**config.mk**
```make
export PLATFORM = sky130hd
export DESIGN_NAME = offset_frame_sequencer_flat
export DESIGN_NICKNAME = d
export VERILOG_FILES = /design/src/rtl/offset_frame_sequencer_if.sv /design/src/rtl/offset_frame_sequencer.sv /design/src/flat_wrapper.sv
export SDC_FILE = /design/constraint.sdc
export NUM_CORES = 2
export LEC_CHECK = 0
export CORE_UTILIZATION = 50
export CTS_BUF_LIST = sky130_fd_sc_hd__clkbuf_4
export DETAILED_ROUTE_END_ITERATION = 10
export MAX_ROUTING_LAYER = met4
export PLACE_DENSITY = 0.68
export SYNTH_ARGS = -nofsm -noshare
export SYNTH_HDL_FRONTEND = slang
export SYNTH_MEMORY_MAX_BITS = 65536
export SYNTH_SLANG_ARGS = --single-unit
```
**constraint.sdc**
```tcl
create_clock -name clk -period 4.5 [get_ports clk]
set_clock_uncertainty 0.1 [all_clocks]
set_input_delay 0.9 -clock clk [delete_from_list [all_inputs] [get_ports clk]]
set_output_delay 0.9 -clock clk [all_outputs]
set_load 0.05 [all_outputs]
```
**src/rtl/offset_frame_sequencer_if.sv**
```systemverilog
// Load, control and offset-bank write bundle of the offset frame sequencer.
// The master side is the command parser / top level; the slave side is the sequencer.
interface offset_frame_sequencer_if #(
  parameter int OFFSET_WIDTH = 11,
  parameter int FRAMES       = 4,
  parameter int PERIOD_WIDTH = 16
);
  localparam int FW = $clog2(FRAMES);
  localparam int DW = OFFSET_WIDTH + 1;

  // Frame-store load port
  logic                    ld_valid;
  logic                    ld_ready;
  logic [FW-1:0]           ld_frame;
  logic [6:0]              ld_index;
  logic [DW-1:0]           ld_data;

  // Playback control and configuration
  logic                    start;
  logic                    stop;
  logic [FW-1:0]           cfg_last_frame;
  logic [PERIOD_WIDTH-1:0] cfg_period;
  logic                    main_clk_fall;

  // Offset bank write side and status
  logic                    wr_en;
  logic [6:0]              wr_index;
  logic [DW-1:0]           wr_data;
  logic                    reload_req;
  logic [FW-1:0]           frame_idx;
  logic                    busy;
  logic                    overrun;

  modport master (
    output ld_valid, ld_frame, ld_index, ld_data,
    output start, stop, cfg_last_frame, cfg_period, main_clk_fall,
    input  ld_ready, wr_en, wr_index, wr_data, reload_req, frame_idx, busy, overrun
  );

  modport slave (
    input  ld_valid, ld_frame, ld_index, ld_data,
    input  start, stop, cfg_last_frame, cfg_period, main_clk_fall,
    output ld_ready, wr_en, wr_index, wr_data, reload_req, frame_idx, busy, overrun
  );
endinterface

```
**src/rtl/offset_frame_sequencer.sv**
```systemverilog
// Offset frame sequencer: stores FRAMES frames of per-transducer {enable, offset}
// entries, streams one frame into the shadow offset bank, then requests a reload
// on a main-clock falling edge so every transducer switches pattern together.
module offset_frame_sequencer #(
  parameter int OUTPUTS      = 88,
  parameter int OFFSET_WIDTH = 11,
  parameter int FRAMES       = 4,
  parameter int PERIOD_WIDTH = 16
) (
  input  logic                     clk,
  input  logic                     rst,
  offset_frame_sequencer_if.slave  bus
);

  localparam int FW    = $clog2(FRAMES);
  localparam int DW    = OFFSET_WIDTH + 1;
  localparam int PW    = PERIOD_WIDTH;
  localparam int IW    = 7;
  localparam int DEPTH = FRAMES * OUTPUTS;
  localparam int AW    = $clog2(DEPTH);
  localparam int CW    = $clog2(OUTPUTS + 1);

  typedef enum logic [1:0] {
    IDLE   = 2'd0,
    STREAM = 2'd1,
    ARM    = 2'd2
  } state_t;

  // Saturating increment for the fall counter.
  function automatic logic [PW-1:0] sat_inc(input logic [PW-1:0] v);
    return (&v) ? v : v + PW'(1);
  endfunction

  // A programmed period of zero behaves as one fall per reload.
  function automatic logic [PW:0] eff_period(input logic [PW-1:0] p);
    return (p == '0) ? (PW+1)'(1) : {1'b0, p};
  endfunction

  // Next frame to play; the last-frame setting is clamped to the store size and
  // any frame at or beyond it wraps back to frame 0.
  function automatic logic [FW-1:0] next_frame(input logic [FW-1:0] cur,
                                               input logic [FW-1:0] last);
    logic [FW-1:0] last_eff;
    last_eff = (int'(last) > FRAMES - 1) ? FW'(FRAMES - 1) : last;
    return (cur >= last_eff) ? '0 : cur + FW'(1);
  endfunction

  state_t          state;
  logic            first;
  logic [PW-1:0]   fall_cnt;
  logic [FW-1:0]   frame_idx_q;
  logic [CW-1:0]   cnt;
  logic            wr_en_q;
  logic [IW-1:0]   wr_index_q;
  logic [DW-1:0]   wr_data_q;
  logic            reload_q;
  logic            overrun_q;

  logic [DW-1:0]   mem [DEPTH];

  logic            ld_ready;
  logic            mem_we;
  logic            rd_en;
  logic [AW-1:0]   ld_addr;
  logic [AW-1:0]   rd_addr;
  logic [AW-1:0]   mem_addr;
  logic [PW-1:0]   fall_cnt_inc;
  logic [PW:0]     period_eff;
  logic            due;

  // The single RAM port belongs to playback while streaming, to the loader otherwise.
  assign ld_ready     = (state != STREAM);
  assign mem_we       = bus.ld_valid && ld_ready && (bus.ld_index < IW'(OUTPUTS));
  assign rd_en        = (state == STREAM) && (cnt < CW'(OUTPUTS)) && !bus.stop;
  assign ld_addr      = AW'(bus.ld_frame) * AW'(OUTPUTS) + AW'(bus.ld_index);
  assign rd_addr      = AW'(frame_idx_q) * AW'(OUTPUTS) + AW'(cnt);
  assign mem_addr     = rd_en ? rd_addr : ld_addr;

  // Fall accounting: a fall is due on the very first reload after start, or once
  // this fall brings the count up to the programmed period.
  assign fall_cnt_inc = bus.main_clk_fall ? sat_inc(fall_cnt) : fall_cnt;
  assign period_eff   = eff_period(bus.cfg_period);
  assign due          = first || (({1'b0, fall_cnt} + (PW+1)'(1)) >= period_eff);

  // Frame store write: no reset so contents survive rst and map onto block RAM.
  always_ff @(posedge clk) begin
    if (mem_we) begin
      mem[mem_addr] <= bus.ld_data;
    end
  end

  // Frame store read: one-cycle latency, the read register is the bank write data.
  always_ff @(posedge clk) begin
    if (rst) begin
      wr_data_q <= '0;
    end else if (rd_en) begin
      wr_data_q <= mem[mem_addr];
    end
  end

  // Playback FSM: stream a frame, arm, fire the reload on a due fall, advance.
  always_ff @(posedge clk) begin
    if (rst) begin
      state       <= IDLE;
      first       <= 1'b0;
      fall_cnt    <= '0;
      frame_idx_q <= '0;
      cnt         <= '0;
      wr_en_q     <= 1'b0;
      wr_index_q  <= '0;
      reload_q    <= 1'b0;
      overrun_q   <= 1'b0;
    end else begin
      reload_q <= 1'b0;
      wr_en_q  <= rd_en;
      if (rd_en) begin
        wr_index_q <= IW'(cnt);
      end

      case (state)
        IDLE: begin
          if (bus.start && !bus.stop) begin
            state       <= STREAM;
            frame_idx_q <= '0;
            fall_cnt    <= '0;
            first       <= 1'b1;
            cnt         <= '0;
            overrun_q   <= 1'b0;
          end
        end

        STREAM: begin
          if (bus.stop) begin
            state <= IDLE;
          end else begin
            fall_cnt <= fall_cnt_inc;
            if (cnt == CW'(OUTPUTS)) begin
              // Last write is on the bank this cycle; the reload window has
              // already passed if enough falls went by while streaming.
              state <= ARM;
              if (!first && ({1'b0, fall_cnt_inc} >= period_eff)) begin
                overrun_q <= 1'b1;
              end
            end else begin
              cnt <= cnt + CW'(1);
            end
          end
        end

        ARM: begin
          if (bus.stop) begin
            state <= IDLE;
          end else if (bus.main_clk_fall) begin
            if (due) begin
              reload_q    <= 1'b1;
              first       <= 1'b0;
              fall_cnt    <= '0;
              frame_idx_q <= next_frame(frame_idx_q, bus.cfg_last_frame);
              cnt         <= '0;
              state       <= STREAM;
            end else begin
              fall_cnt <= fall_cnt_inc;
            end
          end
        end

        default: begin
          state <= IDLE;
        end
      endcase
    end
  end

  assign bus.ld_ready   = ld_ready;
  assign bus.wr_en      = wr_en_q;
  assign bus.wr_index   = wr_index_q;
  assign bus.wr_data    = wr_data_q;
  assign bus.reload_req = reload_q;
  assign bus.frame_idx  = frame_idx_q;
  assign bus.busy       = (state != IDLE);
  assign bus.overrun    = overrun_q;

endmodule

```
**src/flat_wrapper.sv**
```systemverilog
// flat-port wrapper written by rule: the top's interface ports become plain ports
module offset_frame_sequencer_flat 
#(
  parameter int OUTPUTS      = 88,
  parameter int OFFSET_WIDTH = 11,
  parameter int FRAMES       = 4,
  parameter int PERIOD_WIDTH = 16
)
  (clk, rst, bus_ld_valid, bus_ld_frame, bus_ld_index, bus_ld_data, bus_start, bus_stop, bus_cfg_last_frame, bus_cfg_period, bus_main_clk_fall, bus_ld_ready, bus_wr_en, bus_wr_index, bus_wr_data, bus_reload_req, bus_frame_idx, bus_busy, bus_overrun);
  offset_frame_sequencer_if #(.OFFSET_WIDTH(OFFSET_WIDTH), .FRAMES(FRAMES), .PERIOD_WIDTH(PERIOD_WIDTH)) bus_i ();
  input  logic clk;
  input  logic rst;
  input wire logic [$bits(bus_i.ld_valid)-1:0] bus_ld_valid;
  input wire logic [$bits(bus_i.ld_frame)-1:0] bus_ld_frame;
  input wire logic [$bits(bus_i.ld_index)-1:0] bus_ld_index;
  input wire logic [$bits(bus_i.ld_data)-1:0] bus_ld_data;
  input wire logic [$bits(bus_i.start)-1:0] bus_start;
  input wire logic [$bits(bus_i.stop)-1:0] bus_stop;
  input wire logic [$bits(bus_i.cfg_last_frame)-1:0] bus_cfg_last_frame;
  input wire logic [$bits(bus_i.cfg_period)-1:0] bus_cfg_period;
  input wire logic [$bits(bus_i.main_clk_fall)-1:0] bus_main_clk_fall;
  output wire logic [$bits(bus_i.ld_ready)-1:0] bus_ld_ready;
  output wire logic [$bits(bus_i.wr_en)-1:0] bus_wr_en;
  output wire logic [$bits(bus_i.wr_index)-1:0] bus_wr_index;
  output wire logic [$bits(bus_i.wr_data)-1:0] bus_wr_data;
  output wire logic [$bits(bus_i.reload_req)-1:0] bus_reload_req;
  output wire logic [$bits(bus_i.frame_idx)-1:0] bus_frame_idx;
  output wire logic [$bits(bus_i.busy)-1:0] bus_busy;
  output wire logic [$bits(bus_i.overrun)-1:0] bus_overrun;
  assign bus_i.ld_valid = bus_ld_valid;
  assign bus_i.ld_frame = bus_ld_frame;
  assign bus_i.ld_index = bus_ld_index;
  assign bus_i.ld_data = bus_ld_data;
  assign bus_i.start = bus_start;
  assign bus_i.stop = bus_stop;
  assign bus_i.cfg_last_frame = bus_cfg_last_frame;
  assign bus_i.cfg_period = bus_cfg_period;
  assign bus_i.main_clk_fall = bus_main_clk_fall;
  assign bus_ld_ready = bus_i.ld_ready;
  assign bus_wr_en = bus_i.wr_en;
  assign bus_wr_index = bus_i.wr_index;
  assign bus_wr_data = bus_i.wr_data;
  assign bus_reload_req = bus_i.reload_req;
  assign bus_frame_idx = bus_i.frame_idx;
  assign bus_busy = bus_i.busy;
  assign bus_overrun = bus_i.overrun;
  offset_frame_sequencer #(.OUTPUTS(OUTPUTS), .OFFSET_WIDTH(OFFSET_WIDTH), .FRAMES(FRAMES), .PERIOD_WIDTH(PERIOD_WIDTH)) u_core (.clk(clk), .rst(rst), .bus(bus_i));
endmodule
```
==> run_summary.xml <==
<?xml version="1.0" encoding="UTF-8"?>
<metrics>
  <group name="outcome">
    <metric name="run_status" unit="">finished, final reports clean</metric>
  </group>
  <group name="worst_setup_path">
    <metric name="worst_path_dominant_cell_family" unit="">compound AO/OA/AOI/OAI gates</metric>
    <metric name="cp.required" unit="ns">5.96</metric>
    <metric name="path_common_cell" unit="">sky130_fd_sc_hd__buf_4</metric>
    <metric name="worst_path_largest_cell_delay" unit="ns">0.61</metric>
    <metric name="crit_path_start_kind" unit="">flop</metric>
    <metric name="cp_endpoint_kind" unit="">flop</metric>
    <metric name="critical_path_peak_fanout" unit="">17</metric>
    <metric name="timing.setup.critical_path_class" unit="">reg2reg</metric>
    <metric name="timing.critical_path.slowest_stage_cell" unit="">sky130_fd_sc_hd__nor4_1</metric>
    <metric name="cp.arrival" unit="ns">5.93</metric>
    <metric name="worstPathCellList" unit="">ha_1 &gt; nand2b_1 &gt; o31ai_4 &gt; nand2_4 &gt; buf_12 &gt; buf_12 &gt; buf_4 &gt; mux2i_1 &gt; o22ai_1 &gt; nor4_1 &gt; buf_4 &gt; o22ai_1 &gt; o21ai_1 &gt; buf_4 &gt; o311ai_1 &gt; buf_4 &gt; o221a_1</metric>
    <metric name="worst-path-buf-inv" unit="">6</metric>
  </group>
  <group name="timing">
    <metric name="rsz0062_at_grt" unit="">false</metric>
    <metric name="timing.final.crit_share" unit="">0.995</metric>
    <metric name="relSlewSlack" unit="">0.196</metric>
    <metric name="max_slew.worst_pin.slew" unit="ns">1.21</metric>
    <metric name="layout_min_cycle_time" unit="ns">4.48</metric>
    <metric name="achievable-frequency" unit="MHz">223</metric>
    <metric name="report.final.slew_viol_count" unit="">0</metric>
    <metric name="finalHoldViolations" unit="">0</metric>
    <metric name="timing.final.setup_violations" unit="">0</metric>
    <metric name="sum_of_negative_setup_slack" unit="ns">0</metric>
    <metric name="setup_slack" unit="ns">0.0235</metric>
  </group>
  <group name="drt">
    <metric name="detail_route.vias_per_cell" unit="">6.12</metric>
    <metric name="drt_pass1_iterations" unit="">8</metric>
    <metric name="post-route-drc-count" unit="">0</metric>
    <metric name="drt_wirelength" unit="mm">495</metric>
    <metric name="count_of_vias_placed_by_the_detailed_router" unit="">103000</metric>
    <metric name="drt.antenna.violating_nets" unit="">0</metric>
    <metric name="dr.first_iter.drc_count" unit="">13200</metric>
    <metric name="wirelength_per_cell" unit="microns">29.4</metric>
  </group>
  <group name="placement">
    <metric name="hpwl" unit="mm">315</metric>
    <metric name="buffer_ports.inserted" unit="">70</metric>
    <metric name="dp_slack" unit="ns">-1.22</metric>
    <metric name="routabilityCongestion" unit="">0.955</metric>
  </group>
  <group name="cts">
    <metric name="worst_setup_hold_path_clk_slew" unit="ns">0.07</metric>
    <metric name="numClockSinks" unit="">4274</metric>
    <metric name="numCtsBuffers" unit="">1127</metric>
    <metric name="clock_path_buffers" unit="">5</metric>
    <metric name="tritoncts_clock_tree" unit="">built</metric>
    <metric name="clk-insertion-delay-late" unit="ns">1.69</metric>
    <metric name="root_buffer" unit="">sky130_fd_sc_hd__clkbuf_4</metric>
    <metric name="h-tree-depth" unit="">7</metric>
  </group>
  <group name="global_route">
    <metric name="globalRouteTotalUtil" unit="">0.304</metric>
    <metric name="overflow" unit="">0</metric>
    <metric name="pin_count_of_the_biggest_net_entering_global_routing" unit="">143</metric>
    <metric name="grt_first_pass_wirelength" unit="mm">703</metric>
    <metric name="antenna_found_initial" unit="">36</metric>
    <metric name="grt_pass1_vias" unit="">102000</metric>
  </group>
  <group name="cells_and_area">
    <metric name="layout-drive-gt1-share" unit="">0.279</metric>
    <metric name="syn2layout_area_growth" unit="%">20.3</metric>
    <metric name="final_core_density" unit="">0.605</metric>
    <metric name="design.final.nets" unit="">11900</metric>
    <metric name="layout.filler_cells" unit="">24100</metric>
  </group>
  <group name="min_path">
    <metric name="min_path_type" unit="">in2reg</metric>
  </group>
  <group name="logic_synthesis">
    <metric name="syn_area" unit="sq um">167000</metric>
    <metric name="synthesis.instances" unit="">9442</metric>
    <metric name="synth_fp_nets" unit="">9544</metric>
    <metric name="syn_area_cell" unit="sq um">17.6</metric>
    <metric name="synth-warning-count" unit="">0</metric>
    <metric name="dominantRegCellSynth" unit="">sky130_fd_sc_hd__edfxtp_1</metric>
    <metric name="synth_enable_flop_cells" unit="">4224</metric>
    <metric name="post_synth_num_cell_types" unit="">76</metric>
    <metric name="sequential_cell_area_fraction_in_the_yosys_report" unit="">0.767</metric>
    <metric name="postSynth.asyncResetShare" unit="">0</metric>
    <metric name="synth_seq_cells" unit="">4274</metric>
  </group>
  <group name="power">
    <metric name="power-per-cell-area" unit="nW/um^2">416</metric>
    <metric name="vdd.ir_drop.worst" unit="mV">0.257</metric>
    <metric name="power.static_leakage" unit="nW">72.3</metric>
  </group>
  <group name="floorplan">
    <metric name="ios" unit="">71</metric>
    <metric name="die_y" unit="microns">579</metric>
    <metric name="core.rowCount" unit="">211</metric>
    <metric name="die_area" unit="sq um">336000</metric>
    <metric name="die_x" unit="microns">579</metric>
    <metric name="core_area" unit="sq um">331000</metric>
    <metric name="floorplan.initialDensity" unit="">0.503</metric>
  </group>
  <group name="job">
    <metric name="maxCapViolations" unit="">0</metric>
  </group>
</metrics>
[per-layer routing]
metal  share of wire  routed length, microns  vias to the layer above  track usage
met5               0                       0                        -            -
met4           0.038                   18600                        0        0.135
met3            0.11                   54900                     1087       0.0691
met2            0.47                  231000                     6802        0.457
met1            0.39                  191000                    51600        0.398
li1                -                       -                    43500            -
[kinds of logic after synthesis]
family	synth area share
and+or+nand+nor	0.0277
adders and majority gates	0.00437
muxes	0.124
xor gates and xnor gates	0.00158
DFF	0.767
AOI/OAI and AO/OA	0.0551
buffers and inverters	0.0198
[final cells by class]
| cell class | instances | area, sq um | area share |
|---|---|---|---|
| Sequential cell | 4274 | 128000 | 0.638 |
| Clock inverter | 210 | 1240 | 0.00619 |
| Tap cell | 4366 | 5460 | 0.0273 |
| Clock buffer | 1545 | 11600 | 0.0579 |
| Inverter | 36 | 135 | 0.000674 |
| Antenna cell | 39 | 97.6 | 0.000487 |
| Timing Repair Buffer | 1813 | 18100 | 0.0904 |
| Multi-Input combinational cell | 4544 | 35900 | 0.179 |
[Yosys cell counts, drive strengths merged (6+ instances only)]
master	instances	area [sq um]
nand3	41	205
nor4	203	1280
a21oi	109	549
and3	14	87.6
or4	15	113
buf	357	2300
mux2i	2005	20100
inv	36	135
nand2b	12	75.1
nand2	224	841
clkbuf	231	867
o221ai	23	201
o22ai	1040	6510
ha	55	688
a31oi	26	163
a32o	16	160
dfxtp	50	1000
o41ai	57	507
or3	9	56.3
xor2	14	123
nor3	26	140
a211oi	8	60.1
o21a	6	45.0
o22a	12	105
edfxtp	4224	127000
a21o	17	128
mux4	25	563
o21ai	68	340
xnor2	16	140
nand4	18	113
a22oi	7	52.6
nor2	414	1560
[path summary, 6_finish.rpt]
path                                                     startpoint                             endpoint  slack, ns  cells past startpoint
worst max-delay path                   u_core.state[0]$_SDFFE_PP0P_   u_core.bus.wr_data[4]$_SDFFE_PP0P_       0.02                     17
worst min-delay path                                 bus_ld_data[0]         u_core.mem[204][0]$_DFFE_PP_       0.21                      2
worst max register to register         u_core.state[0]$_SDFFE_PP0P_   u_core.bus.wr_data[4]$_SDFFE_PP0P_       0.02                     17
worst min register to register  u_core.bus.wr_index[1]$_SDFFE_PP0P_  u_core.bus.wr_index[1]$_SDFFE_PP0P_       0.35                      2
[cells in the final DEF (no fill, tap or decap), drive strengths merged, types with 68 or more instances in the layout]
cell type / count
a21oi: 109
buf: 1739
clkbuf: 1545
clkinv: 170
edfxtp: 4224
mux2i: 2005
nand2: 224
nor2: 414
nor4: 203
o21ai: 68
o22ai: 1040
[through the flow]
step / cell area (sq um) / hold WS [ns] / instances / power, W
finish: 200000 / 0.215 / 16800 / 0.0834
global route: 200000 / 0.145 / 16800 / 0.0859
CTS: 200000 / 0.0350 / 16800 / 0.0836
detailed placement: 187000 / 0.348 / 15000 / 0.0524
global placement: 187000 / 0.354 / 15000 / 0.0523
floorplan: 167000 / 0.382 / 9442 / 0.0478
[registers in the layout, summed over array words and instances, names as in the netlist]
| signal | flops |
|---|---|
| u_core.mem | 4224 |
| u_core.fall_cnt | 16 |
| u_core.bus.wr_data | 12 |
| u_core.bus.wr_index | 7 |
| u_core.cnt | 7 |
| u_core.bus.frame_idx | 2 |
| u_core.state | 2 |
| u_core.bus.overrun | 1 |
| u_core.bus.reload_req | 1 |
| u_core.bus.wr_en | 1 |
| u_core.first | 1 |
[power breakdown]
part           switching (W)  leakage, nW  internal, W
registers          0.0000408         38.4       0.0438
logic                0.00497         26.2      0.00302
clock network         0.0150         7.75       0.0166
[what timing repair did]
item / in CTS / in global routing
gates resized for setup: 14 / 27
endpoints found under the setup margin: 64 / 27
pin swaps: 2 / 4
setup buffers: 5 / 0
hold buffers: 16 / 0
endpoints found under the hold margin: 3125 / 0
Power figures use the tool's default switching activity.
